===== src/rtl/trap_ctrl.sv =====
// Trap/return sequencer feeding the CSR exception-update bus, with pipeline stall, flush and redirect control.
// Optional build macro IRQ_SYNC_EN: route meip/mtip/msip through 2-flop synchronisers.
//
// state | meaning
// IDLE  | sampling the committing instruction for interrupt / exception / MRET
// TRAP  | CSR write of mepc/mcause/mtval/mstatus, pipeline flushed
// RET   | CSR mstatus restore for MRET, pipeline flushed
// REDIR | one-cycle PC redirect from exc_ret_addr
module trap_ctrl #(
    parameter logic [31:0] RESET_MSTATUS = 32'h0000_1800
) (
    input  logic        clk_i,
    input  logic        rst_i,
    input  logic        valid_i,
    input  logic [31:0] pc_i,
    input  logic [31:0] inst_i,
    input  logic [31:0] mem_addr_i,
    input  logic        e_illegal_i,
    input  logic        e_inst_mis_i,
    input  logic        e_ecall_i,
    input  logic        e_ebreak_i,
    input  logic        e_st_mis_i,
    input  logic        e_ld_mis_i,
    input  logic        is_mret_i,
    input  logic        meip_i,
    input  logic        mtip_i,
    input  logic        msip_i,
    input  logic [31:0] mstatus_i,
    input  logic [31:0] mie_i,
    output logic        we_exc_o,
    output logic [31:0] mcause_d_o,
    output logic [31:0] mepc_d_o,
    output logic [31:0] mtval_d_o,
    output logic [31:0] mstatus_d_o,
    output logic [31:0] mip_d_o,
    output logic        is_int_o,
    output logic        sel_exc_nret_o,
    output logic        stall_o,
    output logic        flush_o,
    output logic        redirect_o
);

    typedef enum logic [1:0] {IDLE, TRAP, RET, REDIR} state_t;

    state_t      state, state_nxt;
    logic [2:0]  irq_lines;     // {meip, mtip, msip}
    logic        post_rst;
    logic [31:0] mstatus_cur;
    logic [2:0]  irq_pend;
    logic        exc_any;
    logic        take_irq, take_exc, take_ret;
    logic [31:0] cause_sel, tval_sel, mstatus_trap, mstatus_ret;

    logic [31:0] mcause_q, mepc_q, mtval_q, mstatus_q, mip_q;
    logic        is_int_q, sel_q;

    logic        we_exc, flush, stall, redirect, sel_out, is_int;

`ifdef IRQ_SYNC_EN
    logic [2:0] sync1, sync2;

    always_ff @(posedge clk_i) begin
        if (rst_i) begin
            sync1 <= 3'b000;
            sync2 <= 3'b000;
        end else begin
            sync1 <= {meip_i, mtip_i, msip_i};
            sync2 <= sync1;
        end
    end

    assign irq_lines = sync2;
`else
    assign irq_lines = {meip_i, mtip_i, msip_i};
`endif

    // The CSR file is itself in reset during the cycle after rst_i drops.
    always_ff @(posedge clk_i) begin
        post_rst <= rst_i;
    end

    assign mstatus_cur = post_rst ? RESET_MSTATUS : mstatus_i;
    assign irq_pend    = irq_lines & {mie_i[11], mie_i[7], mie_i[3]} & {3{mstatus_cur[3]}};
    assign exc_any     = e_illegal_i | e_inst_mis_i | e_ecall_i | e_ebreak_i | e_st_mis_i | e_ld_mis_i;
    assign take_irq    = valid_i & (|irq_pend);
    assign take_exc    = valid_i & exc_any & ~take_irq;
    assign take_ret    = valid_i & is_mret_i & ~exc_any & ~take_irq;

    always_comb begin
        cause_sel = 32'h0;
        tval_sel  = 32'h0;
        if (take_irq) begin
            if (irq_pend[2])      cause_sel = 32'h8000_000B;
            else if (irq_pend[0]) cause_sel = 32'h8000_0003;
            else                  cause_sel = 32'h8000_0007;
        end else if (e_illegal_i) begin
            cause_sel = 32'd2;
            tval_sel  = inst_i;
        end else if (e_inst_mis_i) begin
            cause_sel = 32'd0;
            tval_sel  = mem_addr_i;
        end else if (e_ecall_i) begin
            cause_sel = 32'd11;
        end else if (e_ebreak_i) begin
            cause_sel = 32'd3;
            tval_sel  = pc_i;
        end else if (e_st_mis_i) begin
            cause_sel = 32'd6;
            tval_sel  = mem_addr_i;
        end else if (e_ld_mis_i) begin
            cause_sel = 32'd4;
            tval_sel  = mem_addr_i;
        end
    end

    always_comb begin
        mstatus_trap        = mstatus_cur;
        mstatus_trap[7]     = mstatus_cur[3];
        mstatus_trap[3]     = 1'b0;
        mstatus_trap[12:11] = 2'b11;
        mstatus_ret         = mstatus_cur;
        mstatus_ret[3]      = mstatus_cur[7];
        mstatus_ret[7]      = 1'b1;
        mstatus_ret[12:11]  = 2'b11;
    end

    always_ff @(posedge clk_i) begin
        if (rst_i) begin
            state     <= IDLE;
            mcause_q  <= 32'h0;
            mepc_q    <= 32'h0;
            mtval_q   <= 32'h0;
            mstatus_q <= 32'h0;
            mip_q     <= 32'h0;
            is_int_q  <= 1'b0;
            sel_q     <= 1'b0;
        end else begin
            state <= state_nxt;
            if (state == IDLE && (take_irq || take_exc)) begin
                mcause_q  <= cause_sel;
                mepc_q    <= pc_i;
                mtval_q   <= tval_sel;
                mstatus_q <= mstatus_trap;
                mip_q     <= {20'b0, irq_lines[2], 3'b0, irq_lines[1], 3'b0, irq_lines[0], 3'b0};
                is_int_q  <= take_irq;
                sel_q     <= 1'b0;
            end else if (state == IDLE && take_ret) begin
                mstatus_q <= mstatus_ret;
                is_int_q  <= 1'b0;
                sel_q     <= 1'b1;
            end
        end
    end

    always_comb begin
        state_nxt = state;
        we_exc    = 1'b0;
        flush     = 1'b0;
        stall     = 1'b0;
        redirect  = 1'b0;
        sel_out   = 1'b0;
        is_int    = 1'b0;
        case (state)
            IDLE: begin
                if (take_irq || take_exc) begin
                    state_nxt = TRAP;
                    stall     = 1'b1;
                end else if (take_ret) begin
                    state_nxt = RET;
                    stall     = 1'b1;
                end
            end
            TRAP: begin
                state_nxt = REDIR;
                we_exc    = 1'b1;
                flush     = 1'b1;
                stall     = 1'b1;
                is_int    = is_int_q;
            end
            RET: begin
                state_nxt = REDIR;
                we_exc    = 1'b1;
                flush     = 1'b1;
                stall     = 1'b1;
                sel_out   = 1'b1;
            end
            REDIR: begin
                state_nxt = IDLE;
                redirect  = 1'b1;
                stall     = 1'b1;
                sel_out   = sel_q;
                is_int    = is_int_q;
            end
            default: state_nxt = IDLE;
        endcase
    end

    // Strobes are suppressed in a reset cycle so the CSR file never sees a partial update.
    assign we_exc_o       = we_exc & ~rst_i;
    assign flush_o        = flush & ~rst_i;
    assign stall_o        = stall & ~rst_i;
    assign redirect_o     = redirect & ~rst_i;
    assign sel_exc_nret_o = sel_out & ~rst_i;
    assign is_int_o       = is_int & ~rst_i;
    assign mcause_d_o     = mcause_q;
    assign mepc_d_o       = mepc_q;
    assign mtval_d_o      = mtval_q;
    assign mstatus_d_o    = mstatus_q;
    assign mip_d_o        = mip_q;

endmodule


===== config.mk =====
export PLATFORM = sky130hd
export DESIGN_NAME = trap_ctrl
export DESIGN_NICKNAME = d
export VERILOG_FILES = /design/src/rtl/trap_ctrl.sv
export SDC_FILE = /design/constraint.sdc
export NUM_CORES = 1
export LEC_CHECK = 0
export ABC_AREA = 1
export CORE_AREA = 2 2 132 134
export CTS_BUF_LIST = sky130_fd_sc_hd__clkbuf_4 sky130_fd_sc_hd__clkbuf_8 sky130_fd_sc_hd__clkbuf_16
export DETAILED_ROUTE_END_ITERATION = 8
export DIE_AREA = 0 0 134 136
export HOLD_SLACK_MARGIN = 0.02
export PLACE_DENSITY = 0.81
export SLEW_MARGIN = 20
export SYNTH_ARGS = -nofsm -noshare
export SYNTH_HDL_FRONTEND = slang
export SYNTH_SLANG_ARGS = --single-unit

===== constraint.sdc =====
create_clock -name clk_i -period 5.1 [get_ports clk_i]
set_input_delay 1.53 -clock clk_i [delete_from_list [all_inputs] [get_ports clk_i]]
set_output_delay 1.53 -clock clk_i [all_outputs]
set_load 0.005 [all_outputs]

==> qor.txt, run 1 <==
Slew HR: 0.350
CP peak stage delay: 0.56 ns
Post-DP HPWL: 14,200 µm
Area leader, netlist: dfxtp_1
Vias in the first global route: 5,953
Overall global routing resource usage: 0.219
Total gr overflow: 0
Synth cell types: 28
Max Slew Vio Count: 0
Hold Path Origin: mtval_d_o[23]$_SDFFE_PP0P_
Number of synthesized flops with an enable pin: 0
DR pass1 iterations: 5
Routability congestion estimate: 0.839
Post-cts sizing count: 0
Core Rows: 48
DIE AREA: 18,200 µm²
Crit path time final: 4.86 ns
Via count: 6,545
R2R Setup Slk: 2.59 ns
Peak supply drop: 0.000145 V
Starting density of the core: 0.363
Hold Vio Cnt, Final: 0
CP max-delay cell: clkdlybuf4s50_1
Post-synthesis cell count: 931
Setup violators final: 0
Post-CTS Hold Buffers: 0
Critical path's top delay family: buffers and inverters
Largest net degree at the start of global routing: 59
Area contributors post-synth: dfxtp_1 35%, nand3_1 16%, nor2_1 13%
Vias per inst: 4.78
Hold Path Sink: mtval_d_o[23]$_SDFFE_PP0P_
N_diodes: 0
Hold Crit Depth: 2
Crit path cell chain: clkdlybuf4s50_1 -> nor2_4 -> nand3_4 -> nor2_4 -> inv_1 -> a31oi_1 -> clkdlybuf4s50_1
# clock sinks: 108
Yosys reg bits: 108
Area growth syn-to-layout: 42.6%
Main synth FF type: dfxtp_1
Initial DRC count: 344
Final worst slack: 0.237 ns
TNS Setup: 0 ns
DIE WIDTH: 134 µm
Core Region: 16,900 µm²
Max Cap Viol: 0
Clock root buffer: clkbuf_16
Cell Area, Synth: 6130 µm²
F_max: 206 MHz
CP Buf/Inv Count: 3
Hold Path Class: flip-flop to flip-flop
Worst Path Max Fanout: 4
R2R Path Start: post_rst$_DFF_P_
First-pass GRT wire length: 31,400 µm
WP data required: 3.57 ns
Post-route ant nets: 0
Arr. time, crit path: 3.33 ns
RSZ-0062 raised after global routing: false
Sequential-to-total area share from yosys stat: 0.353
Share of cells above drive strength 1: 0.0604
Ys Warns: 0
Max Clock Skew: 0.0108 ns
Clock buffers created by TritonCTS: 9
Status: finished clean
Pwr dens: 278 nW/µm²
Dpl ws: 0.208 ns
CTS clk-pin slew, worst paths: 0.07 ns
RR Endpoint: mstatus_d_o[1]$_SDFFE_PP0P_
P_leak: 3.81 nW
Post-route DRC: 0
Final period utilization: 0.954
CTS Buffer Depth: 2
Setup crit start kind: input pin
Initial antenna violation count: 0
PortBufs: 251
Post-CTS repair timing setup buffer count: 0
Num ports: 339
Share of the synthesized area in the top cell type: 0.353
CTS tree: built
Fraction of registers with async set/reset: 0
Final wirelength: 20,500 µm
Synth cell count leaders: 213 x nor2_1, 191 x nand3_1, 108 x dfxtp_1
Maximum level of the CTS H-tree: 3
Nets@finish: 1,316
Slew @ Worst Pin: 0.974 ns
Top-count cell post-synth: nor2_1
CP Launch Point: e_ecall_i
Wire length per cell: 15.0 µm
Kind of critical path: input pin to output pin
Skew-Pair Late Insertion Delay: 0.35 ns
Crit. End Element: output pin
Syn_area_per_cell: 6.59 µm²
Die H: 136 µm
R2R cell count: 10
==> sequential cells by signal, indices dropped and copies added, names as in the netlist <==
register     cells
state            2
mtval_d_o       32
is_int_q         1
mcause_d_o       5
mip_d_o          3
mepc_d_o        32
post_rst         1
mstatus_d_o     31
sel_q            1
==> where the power goes <==
| part | leakage (nW) | switching, mW | internal (mW) |
|---|---|---|---|
| Combinational | 2.77 | 0.358 | 0.373 |
| Sequential | 0.892 | 0.0492 | 0.940 |
| Clock | 0.146 | 0.328 | 0.387 |
| Total | 3.81 | 0.735 | 1.70 |
==> metal layers <==
layer / part of all wire / up-vias / wire [µm] / track usage
met4: 0.022 / 0 / 448 / 0.0780
li1: - / 3287 / - / -
met3: 0.093 / 35 / 1900 / 0.0526
met1: 0.41 / 2928 / 8390 / 0.268
met2: 0.48 / 295 / 9760 / 0.374
met5: 0 / - / 0 / 0
==> kinds of logic after synthesis <==
family	share of synthesized area
and+or+nand+nor	0.365
buffers and inverters	0.177
DFF	0.353
AOI/OAI and AO/OA	0.0941
adders and majority gates	0.0102
other	0.000612
==> layout by cell type (no fill, tap or decap), drive strengths merged <==
cell type,instances
a31oi,1
ha,5
clkdlybuf4s50,247
nand4,1
clkinvlp,1
nand3,193
bufinv,1
inv,74
dfxtp,108
nor2,220
clkbuf,10
nand2,94
clkinv,5
buf,21
a21oi,65
nand3b,1
conb,56
o21ai,40
==> final cells by class <==
| class | count | area (µm²) |
|---|---|---|
| Fill cell | 1646 | 8140 |
| Multi-Input combinational cell | 676 | 3100 |
| Timing Repair Buffer | 268 | 2620 |
| Sequential cell | 108 | 2160 |
| Inverter | 75 | 283 |
| Tap cell | 225 | 282 |
| Clock buffer | 10 | 233 |
| Clock inverter | 6 | 65.1 |
==> through the flow <==
stage	area, µm²	hold slack [ns]	power (mW)	std cells	util
after floorplan	6340	0.431	1.39	986	-
after global routing	8740	0.489	2.58	1368	0.518
after CTS	8740	0.473	2.46	1368	0.518
after global placement	8440	0.446	1.73	1352	0.500
after detailed placement	8440	0.462	1.74	1352	0.500
final	8740	0.469	2.43	1368	0.518
==> worst max path at each step <==
stage                    end  slack, ns  depth (start not counted)
floorplan           we_exc_o       1.19                          4
global placement     stall_o       0.26                          7
detailed placement   stall_o       0.21                          7
CTS                  stall_o       0.21                          7
global route         stall_o       0.12                          7
finish               stall_o       0.24                          7
==> worst min-delay path, stage by stage (launching register included) <==
cell	delay (ns)
dfxtp_1	0.31
nand3_1	0.07
nand2_1	0.05
(Power assumes the default switching activity.)
==> run 2: changes to the inputs <==
--- a/config.mk
+++ b/config.mk
@@ -6,12 +6,12 @@
 export NUM_CORES = 1
 export LEC_CHECK = 0
 export ABC_AREA = 1
-export CORE_AREA = 2 2 132 134
+export CORE_MARGIN = 8
+export CORE_UTILIZATION = 42
 export CTS_BUF_LIST = sky130_fd_sc_hd__clkbuf_4 sky130_fd_sc_hd__clkbuf_8 sky130_fd_sc_hd__clkbuf_16
 export DETAILED_ROUTE_END_ITERATION = 8
-export DIE_AREA = 0 0 134 136
 export HOLD_SLACK_MARGIN = 0.02
-export PLACE_DENSITY = 0.81
+export PLACE_DENSITY = 0.9
 export SLEW_MARGIN = 20
 export SYNTH_ARGS = -nofsm -noshare
 export SYNTH_HDL_FRONTEND = slang
==> run 2 against run 1 <==
Flip-flop and latch count is the same. Count of clock-buffer cells in the layout decreased by 1. Worst setup slack better by 0.043 ns. Maximum frequency increased by 0.89%. Critical endpoint unchanged. Non-clock buffer count fell by 3. Largest cell class unchanged. Combinational power is 1% higher. Clock skew shrank 0.0029 ns. Cell count decreased by 3.2%. Die area rose by 2.7%. Via count is 1.0% higher. Register-to-register slack improved by 0.15 ns. Power rose by 0.48%.
==> qor.txt, run 2 (synthesized netlist as in run 1, its figures left out) <==
Kind of critical path: input pin to output pin (unchanged)
# clock sinks: 108 (unchanged)
WP data required: 3.57 ns (about the same)
Largest net degree at the start of global routing: 62 (was 59)
Status: finished clean (unchanged)
Hold Vio Cnt, Final: 0 (unchanged)
PortBufs: 251 (unchanged)
Clock buffers created by TritonCTS: 9 (unchanged)
Clock root buffer: clkbuf_16 (unchanged)
Worst Path Max Fanout: 4 (unchanged)
CTS Buffer Depth: 2 (unchanged)
DIE WIDTH: 137 µm (was 134 µm)
Dpl cell area: 8380 µm² (was 8440 µm²)
Post-route ant nets: 0 (unchanged)
Max Clock Skew: 0.00788 ns (was 0.0108 ns)
Slew @ Worst Pin: 0.815 ns (was 0.974 ns)
Fillers: 1,315 (was 1,646)
Final worst slack: 0.280 ns (was 0.237 ns)
Fin area: 8680 µm² (was 8740 µm²)
Num ports: 339 (unchanged)
Metal3 WL: 2230 µm (was 1900 µm)
Crit path time final: 4.82 ns (was 4.86 ns)
Core Region: 14,400 µm² (was 16,900 µm²)
WL met2: 10,400 µm (was 9760 µm)
Max layer used: met5 (was met4)
Most frequent cells in the layout: 250 x clkdlybuf4s50_1, 212 x nor2_1, 191 x nand3_1 (was 247 x clkdlybuf4s50_1, 212 x nor2_1, 191 x nand3_1)
R2R Setup Slk: 2.74 ns (was 2.59 ns)
Combinational power share: 0.301 (was 0.300)
Post-CTS repair timing setup buffer count: 0 (unchanged)
Initial DRC count: 476 (was 344)
Hold Slack: 0.469 ns (about the same)
Dpl ws: 0.283 ns (was 0.208 ns)
Placed cell count: 1,308 (was 1,352)
Routability congestion estimate: 0.849 (was 0.839)
Post-Layout Cell Count: 1,324 (was 1,368)
Crit. End Element: output pin (unchanged)
Vias per inst: 4.99 (was 4.78)
Share of cells above drive strength 1: 0.0561 (was 0.0604)
Flop pwr share: 0.404 (was 0.406)
Switch share: 0.306 (was 0.302)
Final period utilization: 0.945 (was 0.954)
Maximum level of the CTS H-tree: 3 (unchanged)
Starting density of the core: 0.425 (was 0.363)
CTS clk-pin slew, worst paths: 0.08 ns (was 0.07 ns)
Vias in the first global route: 6,170 (was 5,953)
Slew HR: 0.456 (was 0.350)
Wl on met1: 8460 µm (was 8390 µm)
Total gr overflow: 0 (unchanged)
F_max: 207 MHz (was 206 MHz)
Wire length per cell: 16.3 µm (was 15.0 µm)
Pwr dens: 282 nW/µm² (was 278 nW/µm²)
First-pass GRT wire length: 32,400 µm (was 31,400 µm)
Switching power total: 748 µW (was 735 µW)
N_diodes: 0 (unchanged)
Max Slew Vio Count: 0 (unchanged)
Skew-Pair Late Insertion Delay: 0.34 ns (was 0.35 ns)
Setup violators final: 0 (unchanged)
Via count: 6,613 (was 6,545)
CTS tree: built (unchanged)
Initial antenna violation count: 1 (was 0)
TNS Setup: 0 ns (unchanged)
Max Cap Viol: 0 (unchanged)
Setup crit start kind: input pin (unchanged)
Clk pwr share: 0.295 (was 0.294)
RSZ-0062 raised after global routing: false (unchanged)
Final wirelength: 21,600 µm (was 20,500 µm)
Die H: 137 µm (was 136 µm)
Post-CTS Hold Buffers: 0 (unchanged)
DIE AREA: 18,700 µm² (was 18,200 µm²)
Internal power: 1.70 mW (about the same)
Post-cts sizing count: 0 (unchanged)
Fin util: 0.602 (was 0.518)
DR pass1 iterations: 6 (was 5)
Hold Path Class: flip-flop to flip-flop (unchanged)
Peak supply drop: 0.000179 V (was 0.000145 V)
Arr. time, crit path: 3.29 ns (was 3.33 ns)
Post-route DRC: 0 (unchanged)
Nets@finish: 1,313 (was 1,316)
Power Total: 2.45 mW (was 2.43 mW)
Post-DP HPWL: 15,600 µm (was 14,200 µm)
Leading cell type in the layout, fill and taps excluded: clkdlybuf4s50_1 (unchanged)
Core Rows: 44 (was 48)
Area growth syn-to-layout: 41.7% (was 42.6%)
P_leak: 3.80 nW (was 3.81 nW)
Overall global routing resource usage: 0.221 (was 0.219)
-- run 2: cell types whose count changed in the layout (fill, tap and decap cells not counted) --
cell / before / now
buf_4: 17 / 14
inv_2: 2 / 3
inv_6: 0 / 2
inv_1: 72 / 71
clkdlybuf4s50_1: 247 / 250
buf_2: 4 / 1
clkinvlp_4: 1 / 0
clkbuf_4: 1 / 0
-- run 2: worst paths after layout --
check | start | endpoint | cells after the start
min | sel_q$_SDFFE_PP0P_ | sel_q$_SDFFE_PP0P_ | 2
max | e_ecall_i | stall_o | 7
max reg2reg | state[0]$_SDFFE_PP0P_ | mtval_d_o[20]$_SDFFE_PP0P_ | 8
min reg2reg | sel_q$_SDFFE_PP0P_ | sel_q$_SDFFE_PP0P_ | 2
-- run 2: worst max-delay path: stages --
cell and delay (ns):
clkdlybuf4s50_1 0.52, nor2_4 0.19, nand3_4 0.11, nor2_4 0.14, inv_1 0.07, a31oi_1 0.17, clkdlybuf4s50_1 0.55
-- run 2: per-layer routing --
metal / up-vias / GRT usage
met2: 328 / 0.374
li1: 3269 / -
met5: - / 0
met4: 2 / 0.0779
met1: 2981 / 0.254
met3: 33 / 0.0749
-- run 2: power groups by stage --
stage / registers [mW] / clock network, mW / logic, mW
2_1_floorplan: 1.01 / 0 / 0.378
3_3_place_gp: 1.00 / 0 / 0.721
3_5_place_dp: 1.01 / 0 / 0.733
4_1_cts: 0.988 / 0.740 / 0.737
5_1_grt: 1.00 / 0.768 / 0.810
6_report: 0.988 / 0.722 / 0.737
-- run 2: layout make-up --
type / count / area [µm²] / area share
sequential: 108 / 2160 / 0.249
inverter: 75 / 283 / 0.0326
tap: 184 / 230 / 0.0265
timing repair buffer: 265 / 2610 / 0.301
clock buffer: 9 / 225 / 0.0259
clock inverter: 7 / 75.1 / 0.00864
multi-input combinational: 676 / 3100 / 0.357
==> run 3: changes to the inputs <==
--- a/config.mk
+++ b/config.mk
@@ -12,6 +12,7 @@
 export DETAILED_ROUTE_END_ITERATION = 8
 export HOLD_SLACK_MARGIN = 0.02
 export PLACE_DENSITY = 0.9
+export SKIP_LAST_GASP = 1
 export SLEW_MARGIN = 20
 export SYNTH_ARGS = -nofsm -noshare
 export SYNTH_HDL_FRONTEND = slang
==> constraint.sdc (replaced) <==
create_clock -name clk_i -period 5.1 [get_ports clk_i]
set_input_delay 0.51 -clock clk_i [delete_from_list [all_inputs] [get_ports clk_i]]
set_output_delay 0.51 -clock clk_i [all_outputs]
set_load 0.005 [all_outputs]
==> run 3 against run 2 <==
Critical path depth grew 2. Clock skew shrank 0.0046 ns. Global-route usage shrank 0.22 points. Worst setup slack gained 1.9 ns. Worst hold slack is essentially flat. Combinational power is essentially flat. Critical path type unchanged.
==> qor.txt, run 3 (synthesized netlist as in run 1, its figures left out) <==
Status: finished clean (unchanged)
Wire length per cell: 16.2 µm (was 16.3 µm)
Kind of critical path: input pin to output pin (unchanged)
Overall global routing resource usage: 0.219 (was 0.221)
CTS tree: built (unchanged)
Slew @ Worst Pin: 0.827 ns (was 0.815 ns)
DR pass1 iterations: 5 (was 6)
Post-Layout Cell Count: 1,321 (was 1,324)
Switching power total: 710 µW (was 748 µW)
Arr. time, crit path: 2.43 ns (was 3.29 ns)
Hold Vio Cnt, Final: 0 (unchanged)
Worst Path Max Fanout: 34 (was 4)
DIE AREA: 18,700 µm² (unchanged)
Combinational power share: 0.302 (was 0.301)
F_max: 340 MHz (was 207 MHz)
RSZ-0062 raised after global routing: false (unchanged)
Core Region: 14,400 µm² (unchanged)
PortBufs: 251 (unchanged)
Most frequent cells in the layout: 250 x clkdlybuf4s50_1, 212 x nor2_1, 191 x nand3_1 (unchanged)
Dpl ws: 1.90 ns (was 0.283 ns)
Post-CTS Hold Buffers: 0 (unchanged)
Initial antenna violation count: 3 (was 1)
Slew HR: 0.447 (was 0.456)
Vias in the first global route: 6,233 (was 6,170)
Post-cts sizing count: 0 (unchanged)
Via count: 6,593 (was 6,613)
CP max-delay cell: clkdlybuf4s50_1 (unchanged)
Hold Path Class: flip-flop to flip-flop (unchanged)
Hold Slack: 0.468 ns (was 0.469 ns)
Post-CTS repair timing setup buffer count: 0 (unchanged)
Final worst slack: 2.16 ns (was 0.280 ns)
Placed cell count: 1,306 (was 1,308)
Fin util: 0.601 (was 0.602)
Final period utilization: 0.577 (was 0.945)
CP peak stage delay: 0.54 ns (was 0.55 ns)
Clk pwr share: 0.292 (was 0.295)
Share of cells above drive strength 1: 0.0528 (was 0.0561)
TNS Setup: 0 ns (unchanged)
Fin area: 8670 µm² (was 8680 µm²)
Flop pwr share: 0.407 (was 0.404)
Routability congestion estimate: 0.826 (was 0.849)
Dpl cell area: 8370 µm² (was 8380 µm²)
Post-route DRC: 0 (unchanged)
Leading cell type in the layout, fill and taps excluded: clkdlybuf4s50_1 (unchanged)
P_leak: 3.79 nW (was 3.80 nW)
Crit path time final: 2.94 ns (was 4.82 ns)
Power Total: 2.43 mW (was 2.45 mW)
Max Clock Skew: 0.00325 ns (was 0.00788 ns)
Total gr overflow: 0 (unchanged)
Setup crit start kind: input pin (unchanged)
Maximum level of the CTS H-tree: 3 (unchanged)
Die H: 137 µm (unchanged)
DIE WIDTH: 137 µm (unchanged)
Multi-input gate area in the final layout: 3100 µm² (unchanged)
Initial DRC count: 447 (was 476)
Vias per inst: 4.99 (about the same)
Nets@finish: 1,311 (was 1,313)
First-pass GRT wire length: 32,500 µm (was 32,400 µm)
Internal power: 1.72 mW (was 1.70 mW)
Switch share: 0.292 (was 0.306)
Post-route ant nets: 0 (unchanged)
Core Rows: 44 (unchanged)
Final wirelength: 21,400 µm (was 21,600 µm)
Starting density of the core: 0.425 (unchanged)
Max Cap Viol: 0 (unchanged)
CTS clk-pin slew, worst paths: 0.07 ns (was 0.08 ns)
Pwr dens: 280 nW/µm² (was 282 nW/µm²)
Post-DP HPWL: 15,500 µm (was 15,600 µm)
Max Slew Vio Count: 0 (unchanged)
# clock sinks: 108 (unchanged)
Skew-Pair Late Insertion Delay: 0.34 ns (about the same)
Largest net degree at the start of global routing: 67 (was 62)
Register area: 2160 µm² (unchanged)
Crit. End Element: output pin (unchanged)
Crit path cell chain: clkdlybuf4s50_1 -> buf_4 -> nor2_4 -> nand3_4 -> nand2_2 -> nand2_2 -> inv_1 -> a31oi_1 -> clkdlybuf4s50_1 (was clkdlybuf4s50_1 -> nor2_4 -> nand3_4 -> nor2_4 -> inv_1 -> a31oi_1 -> clkdlybuf4s50_1)
Fillers: 1,317 (was 1,315)
CTS Buffer Depth: 2 (unchanged)
WP data required: 4.59 ns (was 3.57 ns)
Clock root buffer: clkbuf_16 (unchanged)
Num ports: 339 (unchanged)
Peak supply drop: 0.000161 V (was 0.000179 V)
Setup violators final: 0 (unchanged)
Area growth syn-to-layout: 41.4% (was 41.7%)
Clock buffers created by TritonCTS: 9 (unchanged)
run 3: worst paths after layout:
check / to / depth (start not counted) / start / slack [ns]
setup / recovery: stall_o / 9 / e_ebreak_i / 2.16
hold / removal: mcause_d_o[31]$_SDFFE_PP0P_ / 2 / mcause_d_o[31]$_SDFFE_PP0P_ / 0.47
setup reg to reg: mcause_d_o[3]$_SDFFE_PP0P_ / 7 / state[0]$_SDFFE_PP0P_ / 2.79
hold reg to reg: mcause_d_o[31]$_SDFFE_PP0P_ / 2 / mcause_d_o[31]$_SDFFE_PP0P_ / 0.47
run 3: layout make-up:
cell class	instances	share of cell area
Antenna cell	1	0.000289
Clock buffer	12	0.0300
Sequential cell	108	0.249
Tap cell	184	0.0266
Timing Repair Buffer	263	0.300
Inverter	75	0.0326
Clock inverter	2	0.00404
Multi-Input combinational cell	676	0.357
run 3: worst max-delay path: cells and delay by family:
family / cells / cell delay, ns
simple gates: 4 / 0.34
buf+inv: 4 / 1.41
compound gates: 1 / 0.14
run 3: power groups by stage:
stage	clock network [mW]	logic, mW	registers [mW]
3_3_place_gp	0	0.721	1.00
3_5_place_dp	0	0.734	1.01
2_1_floorplan	0	0.378	1.01
4_1_cts	0.729	0.737	0.987
6_report	0.708	0.734	0.988
5_1_grt	0.754	0.812	1.00
run 3: metal layers:
metal	GRT usage	vias to the layer above	routed length, µm
met5	0	-	23
met4	0.0905	4	623
met3	0.0771	43	2330
met2	0.359	291	10300
met1	0.254	2980	8210
li1	-	3275	-
